`src/rtl/fp_align_stage_if.sv`:
```
// rtl/fp_align_stage_if.sv - operand/result handshake bundle for the alignment stage
interface fp_align_stage_if;
    logic [31:0] a;
    logic [31:0] b;
    logic        in_valid;
    logic        in_ready;
    logic [25:0] large_n;
    logic [25:0] small_n;
    logic        bit_r;
    logic [7:0]  e;
    logic        special;
    logic        out_valid;
    logic        out_ready;

    modport master (
        output a, b, in_valid, out_ready,
        input  in_ready, large_n, small_n, bit_r, e, special, out_valid
    );

    modport slave (
        input  a, b, in_valid, out_ready,
        output in_ready, large_n, small_n, bit_r, e, special, out_valid
    );
endinterface

```
`src/rtl/fp_align_stage.sv`:
```
// rtl/fp_align_stage.sv - binary32 operand ordering, iterative alignment shift and sign application
module fp_align_stage #(
    parameter int SHIFT_STEP = 4
) (
    input  logic              clk,
    input  logic              rst,
    fp_align_stage_if.slave   bus
);

    typedef enum logic [2:0] {
        IDLE  = 3'd0,
        CMP   = 3'd1,
        SHIFT = 3'd2,
        NEG   = 3'd3,
        HOLD  = 3'd4
    } state_t;

    localparam logic [7:0] STEP8 = 8'(SHIFT_STEP);
    localparam logic [7:0] FAR_D = 8'd26;

    state_t state_q, state_d;

    logic [31:0] a_q, b_q;
    logic [24:0] m_large_q, m_small_q;
    logic        sign_large_q, sign_small_q;
    logic [7:0]  e_q;
    logic [7:0]  rem_q;
    logic        far_q;
    logic        sticky_q;

    logic [25:0] large_n_q, small_n_q;
    logic        bit_r_q;
    logic [7:0]  e_out_q;
    logic        special_q;

    // Unpacked view of the captured operands
    logic [7:0]  exp_a, exp_b, eff_a, eff_b;
    logic [24:0] m_a, m_b;
    logic        a_large;
    logic [7:0]  d;

    always_comb begin
        exp_a   = a_q[30:23];
        exp_b   = b_q[30:23];
        eff_a   = (exp_a == 8'd0) ? 8'd1 : exp_a;
        eff_b   = (exp_b == 8'd0) ? 8'd1 : exp_b;
        m_a     = {(exp_a != 8'd0), a_q[22:0], 1'b0};
        m_b     = {(exp_b != 8'd0), b_q[22:0], 1'b0};
        // On a full tie b wins, so a becomes the small operand
        a_large = (eff_a > eff_b) || ((eff_a == eff_b) && (m_a > m_b));
        d       = a_large ? (eff_a - eff_b) : (eff_b - eff_a);
    end

    logic [7:0]  step;
    logic [24:0] step_mask;

    always_comb begin
        step      = (rem_q < STEP8) ? rem_q : STEP8;
        step_mask = (25'd1 << step) - 25'd1;
    end

    function automatic logic [25:0] apply_sign(input logic s, input logic [24:0] m);
        logic [25:0] v;
        v = {1'b0, m};
        return s ? (~v + 26'd1) : v;
    endfunction

    always_ff @(posedge clk) begin
        if (rst) begin
            state_q <= IDLE;
        end else begin
            state_q <= state_d;
        end
    end

    always_comb begin
        state_d = state_q;
        case (state_q)
            IDLE:    if (bus.in_valid) state_d = CMP;
            CMP:     state_d = (d == 8'd0) ? NEG : SHIFT;
            SHIFT:   if (far_q || (rem_q <= STEP8)) state_d = NEG;
            NEG:     state_d = HOLD;
            HOLD:    if (bus.out_ready) state_d = IDLE;
            default: state_d = IDLE;
        endcase
    end

    always_ff @(posedge clk) begin
        if (rst) begin
            a_q          <= '0;
            b_q          <= '0;
            m_large_q    <= '0;
            m_small_q    <= '0;
            sign_large_q <= 1'b0;
            sign_small_q <= 1'b0;
            e_q          <= '0;
            rem_q        <= '0;
            far_q        <= 1'b0;
            sticky_q     <= 1'b0;
            large_n_q    <= '0;
            small_n_q    <= '0;
            bit_r_q      <= 1'b0;
            e_out_q      <= '0;
            special_q    <= 1'b0;
        end else begin
            case (state_q)
                IDLE: begin
                    if (bus.in_valid) begin
                        a_q <= bus.a;
                        b_q <= bus.b;
                    end
                end
                CMP: begin
                    m_large_q    <= a_large ? m_a : m_b;
                    m_small_q    <= a_large ? m_b : m_a;
                    sign_large_q <= a_large ? a_q[31] : b_q[31];
                    sign_small_q <= a_large ? b_q[31] : a_q[31];
                    e_q          <= a_large ? eff_a : eff_b;
                    rem_q        <= d;
                    far_q        <= (d >= FAR_D);
                    sticky_q     <= 1'b0;
                end
                SHIFT: begin
                    // A distance of 26 or more clears the whole magnitude in one step
                    if (far_q) begin
                        m_small_q <= '0;
                        sticky_q  <= |m_small_q;
                        rem_q     <= '0;
                    end else begin
                        m_small_q <= m_small_q >> step;
                        sticky_q  <= sticky_q | (|(m_small_q & step_mask));
                        rem_q     <= rem_q - step;
                    end
                end
                NEG: begin
                    large_n_q <= apply_sign(sign_large_q, m_large_q);
                    small_n_q <= apply_sign(sign_small_q, m_small_q);
                    bit_r_q   <= sticky_q;
                    e_out_q   <= e_q;
                    special_q <= (a_q[30:23] == 8'hFF) || (b_q[30:23] == 8'hFF);
                end
                default: begin
                end
            endcase
        end
    end

    assign bus.in_ready  = (state_q == IDLE) && !rst;
    assign bus.out_valid = (state_q == HOLD);
    assign bus.large_n   = large_n_q;
    assign bus.small_n   = small_n_q;
    assign bus.bit_r     = bit_r_q;
    assign bus.e         = e_out_q;
    assign bus.special   = special_q;

endmodule
```
`src/flat_wrapper.sv`:
```
// flat-port wrapper written by rule: the top's interface ports become plain ports
module fp_align_stage_flat 
#(
    parameter int SHIFT_STEP = 4
)
  (clk, rst, bus_a, bus_b, bus_in_valid, bus_out_ready, bus_in_ready, bus_large_n, bus_small_n, bus_bit_r, bus_e, bus_special, bus_out_valid);
  fp_align_stage_if bus_i ();
  input  logic clk;
  input  logic rst;
  input wire logic [$bits(bus_i.a)-1:0] bus_a;
  input wire logic [$bits(bus_i.b)-1:0] bus_b;
  input wire logic [$bits(bus_i.in_valid)-1:0] bus_in_valid;
  input wire logic [$bits(bus_i.out_ready)-1:0] bus_out_ready;
  output wire logic [$bits(bus_i.in_ready)-1:0] bus_in_ready;
  output wire logic [$bits(bus_i.large_n)-1:0] bus_large_n;
  output wire logic [$bits(bus_i.small_n)-1:0] bus_small_n;
  output wire logic [$bits(bus_i.bit_r)-1:0] bus_bit_r;
  output wire logic [$bits(bus_i.e)-1:0] bus_e;
  output wire logic [$bits(bus_i.special)-1:0] bus_special;
  output wire logic [$bits(bus_i.out_valid)-1:0] bus_out_valid;
  assign bus_i.a = bus_a;
  assign bus_i.b = bus_b;
  assign bus_i.in_valid = bus_in_valid;
  assign bus_i.out_ready = bus_out_ready;
  assign bus_in_ready = bus_i.in_ready;
  assign bus_large_n = bus_i.large_n;
  assign bus_small_n = bus_i.small_n;
  assign bus_bit_r = bus_i.bit_r;
  assign bus_e = bus_i.e;
  assign bus_special = bus_i.special;
  assign bus_out_valid = bus_i.out_valid;
  fp_align_stage #(.SHIFT_STEP(SHIFT_STEP)) u_core (.clk(clk), .rst(rst), .bus(bus_i));
endmodule
```
`config.mk`:
```
export PLATFORM = sky130hd
export DESIGN_NAME = fp_align_stage_flat
export DESIGN_NICKNAME = d
export VERILOG_FILES = /design/src/rtl/fp_align_stage_if.sv /design/src/rtl/fp_align_stage.sv /design/src/flat_wrapper.sv
export SDC_FILE = /design/constraint.sdc
export NUM_CORES = 1
export LEC_CHECK = 0
export CORE_MARGIN = 2
export CORE_UTILIZATION = 51
export DETAILED_ROUTE_END_ITERATION = 10
export PLACE_DENSITY = 0.88
export SLEW_MARGIN = 25
export SYNTH_ARGS = -nofsm -noshare
export SYNTH_HDL_FRONTEND = slang
export SYNTH_SLANG_ARGS = --single-unit
export TNS_END_PERCENT = 10
```
`constraint.sdc`:
```
create_clock -name clk -period 3.6 [get_ports clk]
set_input_delay 1.08 -clock clk [delete_from_list [all_inputs] [get_ports clk]]
set_output_delay 1.08 -clock clk [all_outputs]
set_load 0.03 [all_outputs]
```
==> impl_metrics.csv <==
group,metric,value,unit
routing,via_per_inst,6.056,
place,hpwl,22420,um
cells_and_area,n_fill_cell,1775,
place,io_buffers,130,
cells_and_area,syn_to_final_growth,20.03,%
global_routing,antenna_found_initial,0,
setup_path,reg2regPathDepth,16,
cells_and_area,antennaDiodeCount,0,
die,die_w,152.0,um
hold_path,whs_endpoint,"u_core.bus.e[0]",
global_routing,grt_use_total,0.2697,
die,io-pin-count,132,
setup_path,path_cells,"or4_4, nor2_4, nor2_4, inv_2, ha_4, inv_4, fa_2, a21o_1, a21oi_2, a21oi_2, o31a_1, nand2_4, mux2i_2, xor2_1, nand4_1, a22o_1",
clock_network,cts_buffers,17,
clock_network,cts_max_level,4,
timing,setup_viol,0,
synthesis,yosysTopAreaCell,"dfxtp_1",
synthesis,synth_top_cell_area_share,0.3531,
timing,final_hold_viol_count,0,
setup_path,reg2reg_to,"u_core.far_q",
setup_path,crit_buf_inv,2,
die,die_area,0.02310,mm2
power_and_ir_drop,powerDensity,905.9,mW/mm2
synthesis,synthCells,1430,
setup_path,cp.required,3.94,ns
timing,drv_slew,0,
setup_path,cp_slowest_cell,"or4_4",
timing,rsz0062_at_grt,"true",
setup_path,worst-endpoint-arrival,3.90,ns
synthesis,synth-seq-cells,197,
synthesis,ys_seq_area_frac,0.3531,
cells_and_area,layout_commonest_cell,"nand2_1",
timing,tightestPinTransition,1.044,ns
place,dp_cells,1739,
setup_path,startpoint_type,"flop",
cells_and_area,layout_common_cells,"246 x nand2_1, 195 x dfxtp_1, 164 x nor2_1",
cells_and_area,final_cells,1782,
synthesis,synth-edff-count,0,
power_and_ir_drop,static-leakage-power,5.012,nW
power_and_ir_drop,power,12.14,mW
routing,drt-initial-drc-count,1288,
timing,fin_skew,0.008632,ns
routing,num_vias,10790,
routing,drtPass1Iterations,8,
hold_path,hold_path_class,"flop to flop",
synthesis,netlist_area,0.01117,mm2
setup_path,max_stage_delay,0.54,ns
global_routing,grt_pass1_wl,51540,um
timing,maxSlewHeadroom,0.3041,
global_routing,grt_max_degree,111,
place,gp_congestion,0.9459,
die,fp.dieH,152.0,um
timing,timing.fmax,0.2808,GHz
synthesis,yosysWarnings,0,
power_and_ir_drop,peakVddDrop,0.0005417,V
job,cap_violations,0,
die,initial_core_util,0.5149,
setup_path,timing.rr.start,"u_core.b_q[26]",
outcome,status,"completed",
clock_network,ctsRootBufferMaster,"clkbuf_16",
setup_path,crit_type,"flop to flop",
synthesis,ys.flop_type,"dfxtp_1",
die,rows,54,
synthesis,avgSynthCellArea,7.810,um2
routing,avgRoutedWirePerCell,18.04,um
hold_path,worst_hold_path.num_cells,2,
clock_network,numClockSinks,197,
synthesis,synth_cell_type_count,59,
die,coreArea,0.02169,mm2
clock_network,path_clk_slew,0.07,ns
timing,period_share,0.9893,
setup_path,cp-end-kind,"flop",
clock_network,clockBufferDepth,2,
cells_and_area,drive_gt1_frac,0.08855,
cells_and_area,stdcell_area,0.01341,mm2
hold_path,worstHoldStart,"u_core.e_q[0]",
global_routing,gr-total-overflow,0,
routing,drcViolationCount,0,
setup_path,cp_top_family,"simple AND/OR/NAND/NOR gates",
cells_and_area,fin_nets,1603,
clock_network,cts_tree,"yes",
global_routing,grt_pass1_vias,10270,
synthesis,async_flop_share,0,
timing,period_needed,3.561,ns
timing,setup_tns,0,ns
setup_path,path_max_fanout,5,
place,dpl_cell_area,0.01259,mm2
synthesis,synth_area_leaders,"dfxtp_1 35%, nand2_1 8.3%, a21oi_1 7.2%",
routing,finalWirelength,32150,um
setup_path,r2r_slack,0.04,ns
routing,final_antenna_net_count,0,
clock_network,worst_skew_pair.late_latency,0.45,ns
## power by group
part / switching, mW / total, mW / leakage (nW) / internal [mW]
clock network: 0.908 / 1.97 / 0.303 / 1.06
registers: 0.892 / 3.56 / 1.61 / 2.67
logic: 3.75 / 6.62 / 3.10 / 2.86
total: 5.55 / 12.1 / 5.01 / 6.59
## cell families after synthesis
logic type	share of synthesized area
flops	0.3531
xor+xnor	0.04313
compound gates	0.1888
simple gates	0.2054
mux	0.09030
fa+ha+maj	0.05288
other cells	0.0006724
buf+inv	0.06576
## flip-flops by register name, indices dropped and copies added, names as in the netlist
| register | count |
|---|---|
| u_core.bus.small_n | 26 |
| u_core.bus.large_n | 25 |
| u_core.m_small_q | 25 |
| u_core.m_large_q | 24 |
| u_core.bus.special | 1 |
| u_core.far_q | 1 |
| u_core.rem_q | 8 |
| u_core.a_q | 32 |
| u_core.e_q | 8 |
| u_core.bus.bit_r | 1 |
| u_core.sign_small_q | 1 |
| u_core.bus.e | 8 |
| u_core.sticky_q | 1 |
| u_core.state_q | 3 |
| u_core.b_q | 32 |
| u_core.sign_large_q | 1 |
## layer usage
| layer | GRT usage | routed length [um] |
|---|---|---|
| met1 | 0.3417 | 12750 |
| met2 | 0.4496 | 15230 |
| met3 | 0.04763 | 2903 |
| met4 | 0.1228 | 1265 |
| met5 | 0 | 0 |
## layout make-up
type	count	area [um2]	share of cell area
multi-input cells	1053	6594	0.4919
flip-flops and latches	197	3946	0.2944
repair buffers	172	1719	0.1282
inverters	48	182.7	0.01363
clock buffers	21	480.5	0.03584
clock inverters	11	132.6	0.009894
well taps	280	350.3	0.02613
## worst reg2reg max path, stage by stage (launching register included)
cell	delay [ns]
dfxtp_2	0.32
or4_4	0.54
nor2_4	0.15
nor2_4	0.05
inv_2	0.07
ha_4	0.14
inv_4	0.04
fa_2	0.39
a21o_1	0.19
a21oi_2	0.14
a21oi_2	0.07
o31a_1	0.31
nand2_4	0.16
mux2i_2	0.27
xor2_1	0.25
nand4_1	0.13
a22o_1	0.26
## metrics by stage
step                utilization  hold slack, ns  setup slack, ns
CTS                      0.6102          0.4561        -0.003769
floorplan                     -          0.4322           0.1058
global route             0.6181          0.4846         -0.07506
global placement         0.5804          0.4427           0.1097
finish                   0.6181          0.4535          0.03870
detailed placement       0.5804          0.4512         0.003106
## worst max-delay path by stage
stage                   start              endpoint  cells past startpoint
2_1_floorplan  u_core.b_q[24]  u_core.m_small_q[24]                     18
3_3_place_gp   u_core.b_q[23]       u_core.rem_q[2]                     17
3_5_place_dp   u_core.b_q[23]       u_core.rem_q[2]                     17
4_1_cts        u_core.b_q[23]          u_core.far_q                     16
5_1_grt        u_core.b_q[26]          u_core.far_q                     16
6_report       u_core.b_q[26]          u_core.far_q                     16
## cells in the mapped netlist, types with 3 or more instances
cell type,number
a211oi_1,85
a21o_1,15
a21oi_1,161
a22oi_1,4
a31oi_1,4
and2_1,3
buf_1,8
buf_2,5
buf_4,6
buf_6,3
clkbuf_1,112
dfxtp_1,197
ha_1,44
inv_1,48
mux2i_1,58
mux4_2,18
nand2_1,247
nand2b_1,3
nand3_1,14
nand4_1,15
nor2_1,167
nor2b_1,7
nor3_1,37
nor4_1,12
o211ai_1,5
o21a_1,3
o21ai_0,32
o311ai_0,3
o31ai_1,11
o41ai_1,8
or2_2,3
or4_1,3
xnor2_1,9
xor2_1,46
## timing repair
action	CTS	global route
buffers inserted	0	9
hold endpoints to repair	0	0
gates cloned	1	1
endpoints found under the setup margin	1	63
pin swaps	2	13
hold buffers	0	0
resized for setup	0	22
(Power assumes the default switching activity.)
